==> config.mk <==
export PLATFORM = sky130hd
export DESIGN_NAME = gcm_tag_verify
export DESIGN_NICKNAME = d
export VERILOG_FILES = /design/src/rtl/gcm_pkg.sv /design/src/rtl/gf128_mult_serial.sv /design/src/rtl/gcm_tag_verify.sv
export SDC_FILE = /design/constraint.sdc
export NUM_CORES = 2
export LEC_CHECK = 0
export ABC_AREA = 1
export CAP_MARGIN = 20
export CORE_MARGIN = 2
export CORE_UTILIZATION = 43
export DETAILED_ROUTE_END_ITERATION = 8
export PLACE_DENSITY = 0.63
export SLEW_MARGIN = 0
export SYNTH_ARGS = -nofsm -noshare
export SYNTH_HDL_FRONTEND = slang
export SYNTH_SLANG_ARGS = --single-unit
==> constraint.sdc <==
create_clock -name clk -period 2.3 [get_ports clk]
set_clock_uncertainty 0.15 [all_clocks]
set_input_delay 0.46 -clock clk [delete_from_list [all_inputs] [get_ports clk]]
set_output_delay 0.46 -clock clk [all_outputs]
set_load 0.03 [all_outputs]
==> src/rtl/gcm_pkg.sv <==
// Shared types for the GCM receive-side tag checker: GF(2^128) element type,
// reduction constant, FSM encoding and the single-step V update.
package gcm_pkg;

  typedef logic [0:127] gf128_t;

  // Index 0 is the x^0 coefficient, so R = 11100001 || 0^120 sits at the low indices.
  localparam gf128_t GCM_R = {8'he1, 120'd0};

  typedef enum logic [2:0] {
    IDLE     = 3'd0,
    WAIT_BLK = 3'd1,
    MULT     = 3'd2,
    FINAL    = 3'd3,
    DONE     = 3'd4
  } state_t;

  // Multiply V by x: ">>" on a [0:127] vector moves bits toward higher index.
  function automatic gf128_t gf128_shift_v(input gf128_t v);
    gf128_t shifted;
    shifted = v >> 1;
    if (v[127]) begin
      shifted = shifted ^ GCM_R;
    end
    return shifted;
  endfunction

endpackage

==> src/rtl/gf128_mult_serial.sv <==
// Iterative GF(2^128) multiplier: consumes BITS_PER_CYCLE bits of X per clock,
// pulses done_o for one cycle with the registered product on z_o.
module gf128_mult_serial
  import gcm_pkg::*;
#(
  parameter int BITS_PER_CYCLE = 1
) (
  input  logic         clk,
  input  logic         rst_i,
  input  logic         start_i,
  input  logic [0:127] x_i,
  input  logic [0:127] h_i,
  output logic         done_o,
  output logic [0:127] z_o
);

  localparam int STEPS = 128 / BITS_PER_CYCLE;
  localparam int CW    = $clog2(STEPS);
  localparam logic [CW-1:0] LAST = CW'(STEPS - 1);

  gf128_t        z_q, z_d;
  gf128_t        v_q, v_d;
  gf128_t        y_q;
  logic [CW-1:0] cnt_q;
  logic          run_q;
  logic          done_q;

  // Unrolled Algorithm 1 steps; y_q is pre-shifted so its next bits sit at index 0.
  always_comb begin
    z_d = z_q;
    v_d = v_q;
    for (int k = 0; k < BITS_PER_CYCLE; k++) begin
      if (y_q[k]) begin
        z_d = z_d ^ v_d;
      end
      v_d = gf128_shift_v(v_d);
    end
  end

  always_ff @(posedge clk) begin
    if (rst_i) begin
      z_q    <= '0;
      v_q    <= '0;
      y_q    <= '0;
      cnt_q  <= '0;
      run_q  <= 1'b0;
      done_q <= 1'b0;
    end else begin
      done_q <= 1'b0;
      if (start_i) begin
        z_q   <= '0;
        v_q   <= h_i;
        y_q   <= x_i;
        cnt_q <= '0;
        run_q <= 1'b1;
      end else if (run_q) begin
        z_q   <= z_d;
        v_q   <= v_d;
        y_q   <= y_q << BITS_PER_CYCLE;
        cnt_q <= cnt_q + 1'b1;
        if (cnt_q == LAST) begin
          run_q  <= 1'b0;
          done_q <= 1'b1;
        end
      end
    end
  end

  assign done_o = done_q;
  assign z_o    = z_q;

endmodule

==> src/rtl/gcm_tag_verify.sv <==
// Receive-side GCM tag checker: GHASH accumulation over AAD/ciphertext/length
// blocks, masking with E_K(J0), and a full-width compare against the received tag.
module gcm_tag_verify
  import gcm_pkg::*;
#(
  parameter int BITS_PER_CYCLE = 1
) (
  input  logic         clk,
  input  logic         i_reset,
  input  logic         i_start,
  input  logic [0:127] i_h,
  input  logic         i_blk_valid,
  output logic         o_blk_ready,
  input  logic [0:127] i_blk_data,
  input  logic         i_blk_last,
  input  logic [0:127] i_ekj0,
  input  logic [0:127] i_tag,
  output logic         o_busy,
  output logic         o_done,
  output logic [0:127] o_tag,
  output logic         o_pass,
  output logic [2:0]   o_state
);

  // Block handshake: a block transfers on a rising edge where i_blk_valid and
  // o_blk_ready are both high; ready depends only on state, never on valid.

  state_t state_q, state_d;
  gf128_t h_q, h_d;
  gf128_t x_q, x_d;
  gf128_t ekj0_q, ekj0_d;
  gf128_t tag_q, tag_d;
  gf128_t otag_q, otag_d;
  logic   last_q, last_d;
  logic   pass_q, pass_d;

  logic   mult_start;
  logic   mult_done;
  gf128_t mult_y;
  gf128_t mult_z;
  gf128_t tag_calc;

  assign mult_y   = x_q ^ i_blk_data;
  assign tag_calc = x_q ^ ekj0_q;

  gf128_mult_serial #(
    .BITS_PER_CYCLE (BITS_PER_CYCLE)
  ) u_mult (
    .clk     (clk),
    .rst_i   (i_reset),
    .start_i (mult_start),
    .x_i     (mult_y),
    .h_i     (h_q),
    .done_o  (mult_done),
    .z_o     (mult_z)
  );

  always_comb begin
    state_d     = state_q;
    h_d         = h_q;
    x_d         = x_q;
    ekj0_d      = ekj0_q;
    tag_d       = tag_q;
    otag_d      = otag_q;
    last_d      = last_q;
    pass_d      = pass_q;
    mult_start  = 1'b0;
    o_blk_ready = 1'b0;
    o_busy      = 1'b0;
    o_done      = 1'b0;

    case (state_q)
      IDLE, DONE: begin
        if (i_start) begin
          h_d     = i_h;
          x_d     = '0;
          otag_d  = '0;
          pass_d  = 1'b0;
          last_d  = 1'b0;
          state_d = WAIT_BLK;
        end
      end
      WAIT_BLK: begin
        o_blk_ready = 1'b1;
        o_busy      = 1'b1;
        if (i_blk_valid) begin
          mult_start = 1'b1;
          last_d     = i_blk_last;
          if (i_blk_last) begin
            ekj0_d = i_ekj0;
            tag_d  = i_tag;
          end
          state_d = MULT;
        end
      end
      MULT: begin
        o_busy = 1'b1;
        if (mult_done) begin
          x_d     = mult_z;
          state_d = last_q ? FINAL : WAIT_BLK;
        end
      end
      FINAL: begin
        o_busy  = 1'b1;
        o_done  = 1'b1;
        otag_d  = tag_calc;
        // Reduction over every bit of the difference: no data-dependent early exit.
        pass_d  = ~|(tag_calc ^ tag_q);
        state_d = DONE;
      end
      default: begin
        state_d = IDLE;
      end
    endcase
  end

  always_ff @(posedge clk) begin
    if (i_reset) begin
      state_q <= IDLE;
      h_q     <= '0;
      x_q     <= '0;
      ekj0_q  <= '0;
      tag_q   <= '0;
      otag_q  <= '0;
      last_q  <= 1'b0;
      pass_q  <= 1'b0;
    end else begin
      state_q <= state_d;
      h_q     <= h_d;
      x_q     <= x_d;
      ekj0_q  <= ekj0_d;
      tag_q   <= tag_d;
      otag_q  <= otag_d;
      last_q  <= last_d;
      pass_q  <= pass_d;
    end
  end

  assign o_tag   = otag_q;
  assign o_pass  = pass_q;
  assign o_state = state_q;

endmodule

[After elaboration in Yosys (flattened, before gate mapping)]
Index checks and enable logic that the tools add are counted.
Word-level totals
  bits in registers: 1038
  logic and storage cells: 74
  memories kept: 0
  latch bits: 0
  output and inout port bits: 135
  bits in writable memories: 0
  ROM bits: 0
Cells by class
  muxes and demuxes: 27
  add/subtract/negate cells: 1
  shift-type cells: 0
  equality and inequality tests: 8
  bitwise logic cells: 6
  divide/modulo/power cells: 0
  reduce and logical (&&, ||, !) cells: 18
  $mul: 0
  magnitude comparators: 0
Operator list (number)
  two-way mux 128 bit: 7
  one-hot mux 128 bit (2 select lines): 2
  bitwise XOR 128 bit: 4
  OR reduction 128 bit: 1
  one-hot mux 3 bit (4 select lines): 1
  AND reduction 3 bit: 4
  two-way mux 1 bit: 11
  two-way mux 3 bit: 3
  nonzero test 2 bit: 4
  adder 7 x 1 -> 7 bit (second input constant): 1
  equality test 7 bit (second input constant): 1
  equality test 3 x 2 -> 1 bit (second input constant): 2
  AND reduction 2 bit: 3
  OR reduction 3 bit: 2
  != test 2 bit (second input constant): 2
  NOT 3 -> 4 bit: 1
  one-hot mux 1 bit (2 select lines): 2
  OR reduction 2 bit: 2
  equality test 3 x 1 -> 1 bit (second input constant): 1
  equality test 3 bit (second input constant): 1
  zero test 3 bit: 1
  two-way mux 2 bit: 1
  != test 2 x 1 -> 1 bit (second input constant): 1
  zero test 1 bit: 1
  NOT 1 bit: 1

[Longest topological paths before layout]
  depth in word-level cells: 5
  mapped depth: 14

[By module]
Synthesis repeated with hierarchy kept, for this count alone.
Unflattened totals
  cell total of the unflattened synthesis: 6473
  area, all modules: 45552.4 µm²
By module, submodules not included
  gcm_tag_verify: area each 27656.5 µm², sequential area each 12912.4 µm², cells an instance 3714, instances 1
  gf128_mult_serial: area each 17895.9 µm², sequential area each 7867.5 µm², cells an instance 2759, instances 1

[Worst setup path before layout]
No wires, ideal clock.
  kind: register to output
  from: register state_q[1] (netlist: o_state[1])
  to: output port o_done
  path buffers: 2
  required time: 1.690 ns
  slack: -0.034 ns
  data arrival time: 1.724 ns
  cell stages (with the launch flop): 5
  cell sequence: dfxtp_1 -> nand2_1 -> nor2_2 -> clkbuf_1 -> clkbuf_1
Between the ends
  cells in the longest elaborated chain, start to end: 2
RTL lines
  start: declaration: line gcm_tag_verify.sv:28  | state_t state_q, state_d;
  start signal: assignment: line gcm_tag_verify.sv:128  | state_q <= state_d;
  equality test 3 x 2 -> 1 bit: line gcm_tag_verify.sv:72  | case (state_q)
  two-way mux 1 bit: line gcm_tag_verify.sv:72
  end: declaration: line gcm_tag_verify.sv:19  | output logic o_done,
Every way passes these cells.

[Worst setup path in the final report]
  from: register state_q[1] (netlist: o_state[1])
  to: output port o_blk_ready
Between the ends
  cells in the longest elaborated chain, start to end: 2
RTL lines
  equality test 3 x 1 -> 1 bit: line gcm_tag_verify.sv:72
  two-way mux 1 bit: line gcm_tag_verify.sv:72
  end: declaration: line gcm_tag_verify.sv:13  | output logic o_blk_ready,
Every way passes these cells.

==> results.md <==
- Status: finished clean
- RSZ-0062 raised after global routing: true
- VDD IR max: 0.000650 V
- Final Hold Fails: 0
- Initial antenna violation count: 17
- Clk slew on worst S/H paths: 0.06 ns
- Total gr overflow: 0
- Area contributors post-synth: dfxtp_1, nand2_1, o21ai_0
- Routed vias: 41,000
- Share of post-route cells with drive strength above 1: 0.0770
- Yosys Warn Count: 0
- Final-report setup violation count: 0
- Crit. End Element: primary output
- Post-Syn Instances: 5,874
- Syn nets: 6,392
- Final Cycle Share: 0.973
- Worst slew pin tran: 0.672 ns
- WP data arrival: 1.63 ns
- Netlist cell types: 30
- Final core occ: 0.569
- Core area: 100,000 um^2
- DP HPWL: 103,000 um
- First-pass GRT wire length: 222,000 um
- Top-count cell post-synth: nand2_1
- Syn Area/Cell: 7.42 um^2
- DRT Pass-1 Iters: 6
- List of most frequent post-synthesis cells: nand2_1, dfxtp_1, nor2_1, o21ai_0, a21oi_1
- Synthesized flop and latch total: 1,038
- CTS Buf Count: 110
- Hold Path Class: in -> reg
- Ports: 652
- Asr flop ratio synth: 0
- Drt wl/cell: 18.2 um
- P per Cell Area: 1010 nW/um^2
- Setup tns final: 0 ns
- Post-synth EDFFs: 0
- Sequential area share after synthesis: 0.477
- Crit path top cell by count: buf_4
- Slew headroom: 0.552
- P_leak: 22.2 nW
- TritonCTS clock tree: yes
- Crit-path slowest cell: dfxtp_2
- H-Tree Depth: 3
- Min cycle time layout: 2.24 ns
- DIE WIDTH: 322 um
- Clock sink count: 1,038
- Reg2Reg Setup Slack: 0.08 ns
- Routed vias/inst: 5.14
- Synth Cell Area: 43,600 um^2
- Initial cell density of the core: 0.435
- Port bufs: 651
- Peak Freq: 0.447 GHz
- Max-cap violations: 0
- DRC Markers: 0
- Clock Tree Buf Depth: 3
- DR iter-0 viols: 3,249
- Row count: 116
- Commonest register cell after synthesis: dfxtp_1
- Crit-path max FO: 3
- Power Total: 57.9 mW
- Crit path launch type: flip-flop
- Area delta synth->final: 30.9%
- Final WL: 145,000 um
- Vias in the first global route: 38,600
- Die Footprint: 104,000 um^2
- CP Cell Sequence: buf_4, nor3_4, buf_4, buf_6
- Final antenna-violating net count: 0
- Largest net degree at the start of global routing: 138
- Final net count: 7,021
- Clk root buf: clkbuf_16
- Max-slew violations: 0
- WS Path Type: reg -> out
- Max stage delay on crit path: 0.32 ns
- Critical Path RT: 1.69 ns
- Top cell type's share of synthesized area: 0.477
- Die height: 322 um
- Global router's overall resource usage: 0.271
- Worst-Skew Late Latency: 0.70 ns
- Synth area leader: dfxtp_1
- GPL Wtd Cong: 0.872
[routing by layer]
metal | global-route usage | wire length (um) | vias up | part of all wire
met2 | 0.444 | 67500 | 1266 | 0.46
met1 | 0.363 | 64100 | 19200 | 0.44
met4 | 0.101 | 4980 | 0 | 0.034
met5 | 0 | 0 | - | 0
li1 | - | - | 20300 | -
met3 | 0.0371 | 8700 | 229 | 0.060
[worst max-delay path, delay by kind of cell, from the launching register on]
family | cells | cell delay [ns]
AND/OR/NAND/NOR | 1 | 0.17
buffers and inverters | 3 | 0.44
flip-flops | 1 | 0.32
[state kept, by name, summed over array words and instances, names as in the netlist]
register,count
o_tag,128
o_state,3
o_pass,1
tag_q,128
u_mult.v_q,128
x_q,128
u_mult.done_o,1
h_q,128
u_mult.run_q,1
u_mult.y_q,128
last_q,1
u_mult.cnt_q,7
u_mult.z_o,128
ekj0_q,128
[layout by cell type, fill, tap and decap left out, types with 4 or more instances in the layout]
cell type           n
inv_1             328
clkinv_2           29
nand3_1           259
xor2_1            305
nor2_1            586
nand3b_1           69
dfxtp_2            15
buf_4             185
buf_12             73
or2_2               8
nand2_1          1419
a211oi_1           59
a31oi_1           135
diode_2            17
dfxtp_1          1022
bufinv_16          15
a21oi_1           572
xnor2_1            67
clkbuf_8           26
clkbuf_1           16
nor2_4              6
buf_6               4
clkbuf_16         111
nor2_2              7
o21ai_0           580
inv_4               5
dlygate4sd2_1     130
clkdlybuf4s50_1   515
clkinv_8            4
nand4_1            16
[per-stage QoR]
step                      hold WS [ns]  instances  instance area [um^2]  setup slack, ns
after floorplan                  0.284       5874                 43600           0.0766
after global placement           0.294       7740                 53100           -0.170
after detailed placement         0.302       7740                 53100           -0.184
after CTS                        0.138       7951                 56900          -0.0197
after global routing             0.170       7967                 57100          -0.0302
final                            0.190       7970                 57100           0.0627
[what timing repair did]
| action | CTS | global route |
|---|---|---|
| hold buffers | 1 | 0 |
| gates resized for setup | 145 | 27 |
| gates cloned | 1 | 0 |
| hold endpoints to repair | 14 | 0 |
| setup buffers | 4 | 2 |
| endpoints found under the setup margin | 136 | 11 |
| pin swaps | 2 | 5 |
[where the power goes]
group	switching (mW)	internal (mW)	total, mW
clock network	7.65	11.4	19.0
registers	1.41	20.3	21.7
logic	10.4	6.83	17.2
total	19.4	38.5	57.9
[worst paths after layout]
| path | from | cells after the start | end |
|---|---|---|---|
| max | o_state[1] | 4 | o_blk_ready |
| min | i_h[90] | 3 | h_q[37] |
| max reg2reg | o_state[2] | 13 | o_pass |
| min reg2reg | o_tag[22] | 2 | o_tag[22] |
[cell type report]
cell class	instances	area, um^2
Antenna cell	17	42.5
Clock buffer	153	3200
Clock inverter	52	707
Fill cell	9415	43200
Inverter	339	1300
Multi-Input combinational cell	4102	20100
Sequential cell	1038	20800
Tap cell	1357	1700
Timing Repair Buffer	912	9270
[cell families after synthesis]
group                    Yosys count  share of synthesized area
adder cells (fa/ha/maj)            1                   0.000287
AO/OA/AOI/OAI                   1351                      0.163
XOR/XNOR                         375                     0.0753
buffers and inverters            734                     0.0652
AND/OR/NAND/NOR                 2375                      0.220
flip-flops                      1038                      0.477
No activity file was read; power rests on OpenSTA's default activity.
